--- config.mk ---
export PLATFORM = sky130hd
export DESIGN_NAME = pio_rx_sequencer
export DESIGN_NICKNAME = d
export VERILOG_FILES = /design/src/rtl/pio_pkg.sv /design/src/rtl/pio_rr_arb.sv /design/src/rtl/pio_rx_sequencer.sv
export SDC_FILE = /design/constraint.sdc
export NUM_CORES = 1
export LEC_CHECK = 0
export ABC_CLOCK_PERIOD_IN_PS = 5050
export CORE_UTILIZATION = 25
export CTS_CLUSTER_DIAMETER = 150
export CTS_CLUSTER_SIZE = 14
export DETAILED_ROUTE_END_ITERATION = 16
export SYNTH_ARGS = -nofsm -noshare
export SYNTH_HDL_FRONTEND = slang
export SYNTH_HIERARCHICAL = 1
export SYNTH_SLANG_ARGS = --single-unit
--- constraint.sdc ---
create_clock -name clk -period 5.05 [get_ports clk]
set_clock_uncertainty 0.05 [all_clocks]
set_input_delay 1.01 -clock clk [delete_from_list [all_inputs] [get_ports clk]]
set_output_delay 1.01 -clock clk [all_outputs]
set_load 0.02 [all_outputs]
--- src/rtl/pio_pkg.sv ---
// pio_pkg: shared definitions for the PIO RX sequencer.
//   - pio_action encodings driven toward the pio core
//   - field positions inside a 38-bit config entry {mindex[1:0], action[3:0], data[31:0]}
//   - sequencer state codes (LOAD -> CONF -> RUN)
//   - boot image types; the default images are blank and a wrapper overrides them
package pio_pkg;

   localparam logic [5:0] ACT_NONE  = 6'd0;
   localparam logic [5:0] ACT_INSTR = 6'd1;
   localparam logic [5:0] ACT_PULL  = 6'd3;

   localparam int CONF_W        = 38;
   localparam int CONF_DATA_LSB = 0;
   localparam int CONF_ACT_LSB  = 32;
   localparam int CONF_MIDX_LSB = 36;

   typedef logic [1:0] seq_state_t;
   localparam seq_state_t ST_LOAD = 2'd0;
   localparam seq_state_t ST_CONF = 2'd1;
   localparam seq_state_t ST_RUN  = 2'd2;

   // Boot images sized for the maximum lengths; only the first PROG_LEN / CONF_LEN entries are used.
   typedef logic [31:0][15:0]       prog_img_t;
   typedef logic [31:0][CONF_W-1:0] conf_img_t;

   localparam prog_img_t DEF_PROG_IMG = '0;
   localparam conf_img_t DEF_CONF_IMG = '0;

endpackage

--- src/rtl/pio_rr_arb.sv ---
// pio_rr_arb: combinational round-robin pick among NUM_SM requesters.
// Ports:
//   req     in  NUM_SM  request per state machine (RX FIFO not empty)
//   ptr     in  2       first index eligible for priority
//   gnt_vld out 1       at least one request present
//   sel     out 2       first requester at or after ptr, wrapping at NUM_SM
module pio_rr_arb #(
   parameter int NUM_SM = 4
) (
   input  logic [NUM_SM-1:0] req,
   input  logic [1:0]        ptr,
   output logic              gnt_vld,
   output logic [1:0]        sel
);

   always_comb begin
      gnt_vld = |req;
      sel     = 2'd0;
      // Wrap-around fallback: lowest requester overall.
      for (int i = NUM_SM - 1; i >= 0; i--)
         if (req[i]) sel = 2'(i);
      // A requester at or after ptr takes precedence; descending scan leaves the lowest one.
      for (int i = NUM_SM - 1; i >= 0; i--)
         if (req[i] && (i >= int'(ptr))) sel = 2'(i);
   end

endmodule

--- src/rtl/pio_rx_sequencer.sv ---
// pio_rx_sequencer: boots one PIO instance and then drains its RX FIFOs.
//   LOAD: one program word per cycle (pio_action=1, pio_index=p)
//   CONF: one config entry per cycle, fields passed through unchanged
//   RUN : round-robin pulls from non-empty SMs; each pulled word is presented on m_valid/m_data/m_sm
// Ports:
//   clk, n_reset (async, active low), restart (sync pulse, reload from index 0)
//   pio_action/pio_index/pio_mindex/pio_din  -> pio core
//   pio_dout, pio_rx_empty                   <- pio core
//   m_valid/m_data/m_sm out, m_ready in       output stream
//   running                                   high while in RUN
module pio_rx_sequencer
   import pio_pkg::*;
#(
   parameter int        NUM_SM   = 4,
   parameter int        PROG_LEN = 32,
   parameter int        CONF_LEN = 5,
   parameter int        DATA_W   = 8,
   parameter int        DATA_LSB = 24,
   parameter int        PULL_GAP = 4,
   parameter int        PULL_LAT = 2,
   parameter prog_img_t PROG_IMG = DEF_PROG_IMG,
   parameter conf_img_t CONF_IMG = DEF_CONF_IMG
) (
   input  logic              clk,
   input  logic              n_reset,
   input  logic              restart,
   output logic [5:0]        pio_action,
   output logic [4:0]        pio_index,
   output logic [1:0]        pio_mindex,
   output logic [31:0]       pio_din,
   input  logic [31:0]       pio_dout,
   input  logic [NUM_SM-1:0] pio_rx_empty,
   output logic              m_valid,
   output logic [DATA_W-1:0] m_data,
   output logic [1:0]        m_sm,
   input  logic              m_ready,
   output logic              running
);

   seq_state_t state;
   logic [4:0] prog_cnt;
   logic [4:0] conf_cnt;
   logic [7:0] gap_cnt;
   logic [7:0] lat_cnt;
   logic [1:0] rr_ptr;
   logic [1:0] pull_sm;
   logic [1:0] sel;
   logic       any_req;
   logic       slot_free;
   logic       pull_go;
   logic       dout_unused;

   // Only the DATA_W slice of pio_dout is consumed.
   assign dout_unused = ^pio_dout;

   pio_rr_arb #(.NUM_SM(NUM_SM)) u_arb (
      .req     (~pio_rx_empty),
      .ptr     (rr_ptr),
      .gnt_vld (any_req),
      .sel     (sel)
   );

   // running is registered one cycle after entering RUN, so the first RUN cycle
   // always drives ACT_NONE. lat_cnt != 0 marks a pull in flight.
   assign slot_free = !m_valid || m_ready;
   assign pull_go   = running && (gap_cnt == 8'd0) && (lat_cnt == 8'd0) && slot_free && any_req;

   always_ff @(posedge clk or negedge n_reset) begin
      if (!n_reset) begin
         state      <= ST_LOAD;
         prog_cnt   <= '0;
         conf_cnt   <= '0;
         gap_cnt    <= '0;
         lat_cnt    <= '0;
         rr_ptr     <= '0;
         pull_sm    <= '0;
         pio_action <= ACT_NONE;
         pio_index  <= '0;
         pio_mindex <= '0;
         pio_din    <= '0;
         m_valid    <= 1'b0;
         m_data     <= '0;
         m_sm       <= '0;
         running    <= 1'b0;
      end else if (restart) begin
         // Abort everything, including a pull in flight and a pending output word.
         state      <= ST_LOAD;
         prog_cnt   <= '0;
         conf_cnt   <= '0;
         gap_cnt    <= '0;
         lat_cnt    <= '0;
         rr_ptr     <= '0;
         pull_sm    <= '0;
         pio_action <= ACT_NONE;
         pio_index  <= '0;
         pio_mindex <= '0;
         pio_din    <= '0;
         m_valid    <= 1'b0;
         m_data     <= '0;
         m_sm       <= '0;
         running    <= 1'b0;
      end else begin
         case (state)
            ST_LOAD: begin
               pio_action <= ACT_INSTR;
               pio_index  <= prog_cnt;
               pio_mindex <= 2'd0;
               pio_din    <= {16'h0000, PROG_IMG[prog_cnt]};
               if (prog_cnt == 5'(PROG_LEN - 1)) state    <= ST_CONF;
               else                              prog_cnt <= prog_cnt + 5'd1;
            end
            ST_CONF: begin
               // Action-0 entries go out unchanged and act as no-ops in the core.
               pio_action <= {2'b00, CONF_IMG[conf_cnt][CONF_ACT_LSB +: 4]};
               pio_mindex <= CONF_IMG[conf_cnt][CONF_MIDX_LSB +: 2];
               pio_din    <= CONF_IMG[conf_cnt][CONF_DATA_LSB +: 32];
               if (conf_cnt == 5'(CONF_LEN - 1)) state    <= ST_RUN;
               else                              conf_cnt <= conf_cnt + 5'd1;
            end
            default: begin
               running    <= 1'b1;
               pio_action <= pull_go ? ACT_PULL : ACT_NONE;
               if (pull_go) begin
                  pio_mindex <= sel;
                  pull_sm    <= sel;
                  rr_ptr     <= (int'(sel) == NUM_SM - 1) ? 2'd0 : sel + 2'd1;
                  // Gap spans the rx_empty update lag so a just-drained SM is not pulled twice.
                  gap_cnt    <= 8'(PULL_GAP - 1);
                  lat_cnt    <= 8'(PULL_LAT);
               end else if (gap_cnt != 8'd0) begin
                  gap_cnt <= gap_cnt - 8'd1;
               end
               if (m_valid && m_ready) m_valid <= 1'b0;
               // pull_go needs lat_cnt == 0, so this never overlaps with a new issue.
               if (lat_cnt != 8'd0) begin
                  lat_cnt <= lat_cnt - 8'd1;
                  if (lat_cnt == 8'd1) begin
                     m_valid <= 1'b1;
                     m_data  <= pio_dout[DATA_LSB +: DATA_W];
                     m_sm    <= pull_sm;
                  end
               end
            end
         endcase
      end
   end

endmodule
==> results.ini <==
[worst_setup_path]
r2r-start=gap_cnt[0]
path_class=in -> reg
cp.required_ps=5180
r2r_cells=6
cp_data_arrival_time_ps=2750
cp_max_fo=9
r2r_setup_slack_ps=2810
critPathLaunchType=primary input
reg2reg_to=lat_cnt[0]
cp-end-kind=flop

[grt]
grt_pass1_wl_mm=9.749
grtUsageTotal_pct=9.623
grt_pass1_vias=2032
grt_max_degree=54
antenna_found_initial=0
grt_overflow=0

[sta]
setup_ws_ps=2431
holdWs_ps=441.2
worst_slew_pin_slew_ps=928.6
rsz0062_at_grt=false
hold_viol=0
slew_headroom_pct=37.81
slew_violations=0
finalCritPeriodShare_pct=51.86
setup_viol=0
tns_ps=0
fmax_mhz=381.8
min_period_ps=2619

[finish]
n_antenna_cell=0
nNetsFinal=386
drive_gt1_share_pct=8.580
area_delta_synth_final_pct=19.04
final_common_cell=dfrtp_1
fillCellCount=1168
utilization_pct=30.70
mostFrequentLayoutCells=dfrtp_1 (53), conb_1 (36), clkdlybuf4s50_1 (35)

[detailed_routing]
drc=0
dr.pass1.iters=4
via_count=2173
wirelength_mm=5.837
drt-wirelength-per-cell_um=12.14
drt-initial-drc-count=145
antenna_left=0
via_per_inst=4.518

[place]
dpl.hpwl_mm=4.020
numPortBuffers=36
dp_slack_ps=2143
place.gp.congestion=0.7232

[clocking]
cts_buffers=5
clk_pin_slew_ps=70
ctsHoldBuffers=0
clk_path_buf_depth=2
clock_sinks=53
cts.htree.levels=2
post_cts_resized=0
tritoncts=yes
cts_setup_buffers=0
clock_latency_ps=290
root_buffer=clkbuf_16

[worst_hold_path]
min_path_cells=1
hold_path.class=reg -> reg
hp-start=pull_sm[0]
whs_endpoint=m_sm[0]

[power_and_ir_drop]
powerDensity_mw_per_mm2=267.1
power_uw=940.4
peakVddDrop_v=0.0001781
leakage_uw=0.001590

[die]
fp.dieW_um=110.8
die_h_um=110.8
floorplan.initialDensity_pct=25.79
die-area_mm2=0.01227
rows=39
core_area_mm2=0.01147
io_pins=97

[synth]
postSynthAreaPerCell_um2=9.762
yosysWarnings=6
synthCells=303
synth_flop_cell=dfrtp_1
ys_types=52
ys_seq_area_share_pct=44.84
synth_area_mm2=0.002958
synth_edf_count=0
async_flop_share_pct=100.0
ys_ff_latch=53

[run]
cap_violations=0

[run_status]
status=complete, no violations

==> final cells by class <==
type	instances	area, um2	share of cell area [%]
Tap cell	143	178.9	5.082
Multi-Input combinational cell	225	1399	39.73
Clock inverter	3	65.06	1.848
Inverter	13	48.80	1.386
Sequential cell	53	1326	37.67
Timing Repair Buffer	39	377.9	10.73
Clock buffer	5	125.1	3.554
==> power by group <==
group | switching (uW) | total, uW | leakage, uW | internal [uW]
registers | 3.06 | 431 | 0.000735 | 428
clock network | 156 | 439 | 0.0000938 | 283
logic | 50.5 | 70.7 | 0.000762 | 20.2
==> metal layers <==
metal  up-vias  track usage [%]  part of all wire [%]
met5         -                0                     0
met3         6            2.406                   4.8
met2        62            15.40                    47
met1      1045            12.65                    47
li1       1060                -                     -
met4         0            3.200                   1.2
==> registers in the layout, summed over array words and instances (netlist names) <==
name	count
conf_cnt	5
gap_cnt	8
lat_cnt	8
m_data	8
m_sm	2
m_valid	1
pio_action	2
pio_index	5
pio_mindex	2
prog_cnt	5
pull_sm	2
rr_ptr	2
running	1
state	2
==> Yosys cell counts, types with 2 or more instances <==
master | n | share of area, %
buf_4 | 36 | 9.1
nor3_1 | 6 | 1.0
inv_1 | 13 | 1.6
nor2_1 | 29 | 3.7
nand3_1 | 4 | 0.68
xnor2_1 | 4 | 1.2
o211ai_1 | 2 | 0.51
and3_1 | 5 | 1.1
a31o_2 | 3 | 0.89
ha_1 | 9 | 3.8
nand2_1 | 18 | 2.3
dfrtp_1 | 53 | 45
mux2i_1 | 9 | 3.0
o21ai_0 | 13 | 2.2
o21a_1 | 2 | 0.51
clkbuf_1 | 8 | 1.0
a21boi_1 | 2 | 0.51
a31o_1 | 2 | 0.59
a211oi_2 | 2 | 0.85
a211oi_1 | 3 | 0.76
buf_2 | 3 | 0.51
nand4_1 | 3 | 0.63
o21ai_1 | 2 | 0.34
nor4_1 | 4 | 0.85
a22o_1 | 11 | 3.3
or3b_2 | 3 | 0.89
or4_1 | 2 | 0.51
nor2b_1 | 4 | 0.85
xor2_1 | 4 | 1.2
a21oi_1 | 22 | 3.7
==> worst max path at each step <==
stage / from / end / slack [ps] / cells past startpoint
after floorplan: pio_rx_empty[3] / pull_sm[0] / 2750 / 6
after global placement: pio_rx_empty[3] / pull_sm[0] / 2170 / 7
after detailed placement: pio_rx_empty[3] / pull_sm[0] / 2140 / 7
after CTS: pio_rx_empty[3] / lat_cnt[0] / 2450 / 7
after global routing: restart / m_data[6] / 2350 / 5
final: pio_rx_empty[3] / lat_cnt[0] / 2430 / 7
==> through the flow <==
step / cell area, um2 / instances
after global routing: 3521 / 481
after detailed placement: 3331 / 473
final: 3521 / 481
after floorplan: 3089 / 338
after CTS: 3521 / 481
after global placement: 3331 / 473
==> worst max-delay path, stage by stage <==
cell and delay (ps):
clkdlybuf4s50_1 390, inv_1 120, or4_1 150, nand2_1 110
nor4b_4 550, o21ai_1 190, a32o_1 230
==> cell families (layout without fill, tap and decap cells) <==
logic type	count (synthesis)	after routing	share of synthesized area, %
adder cells (fa/ha/maj)	9	9	3.807
AO/OA/AOI/OAI	69	69	15.65
buffers and inverters	60	60	12.31
XOR/XNOR	8	8	2.369
AND/OR/NAND/NOR	94	94	17.85
flip-flops	53	53	44.84
multiplexers	9	9	3.046
other	1	36	0.1268
Note: power is estimated with default switching activity, not from simulation.
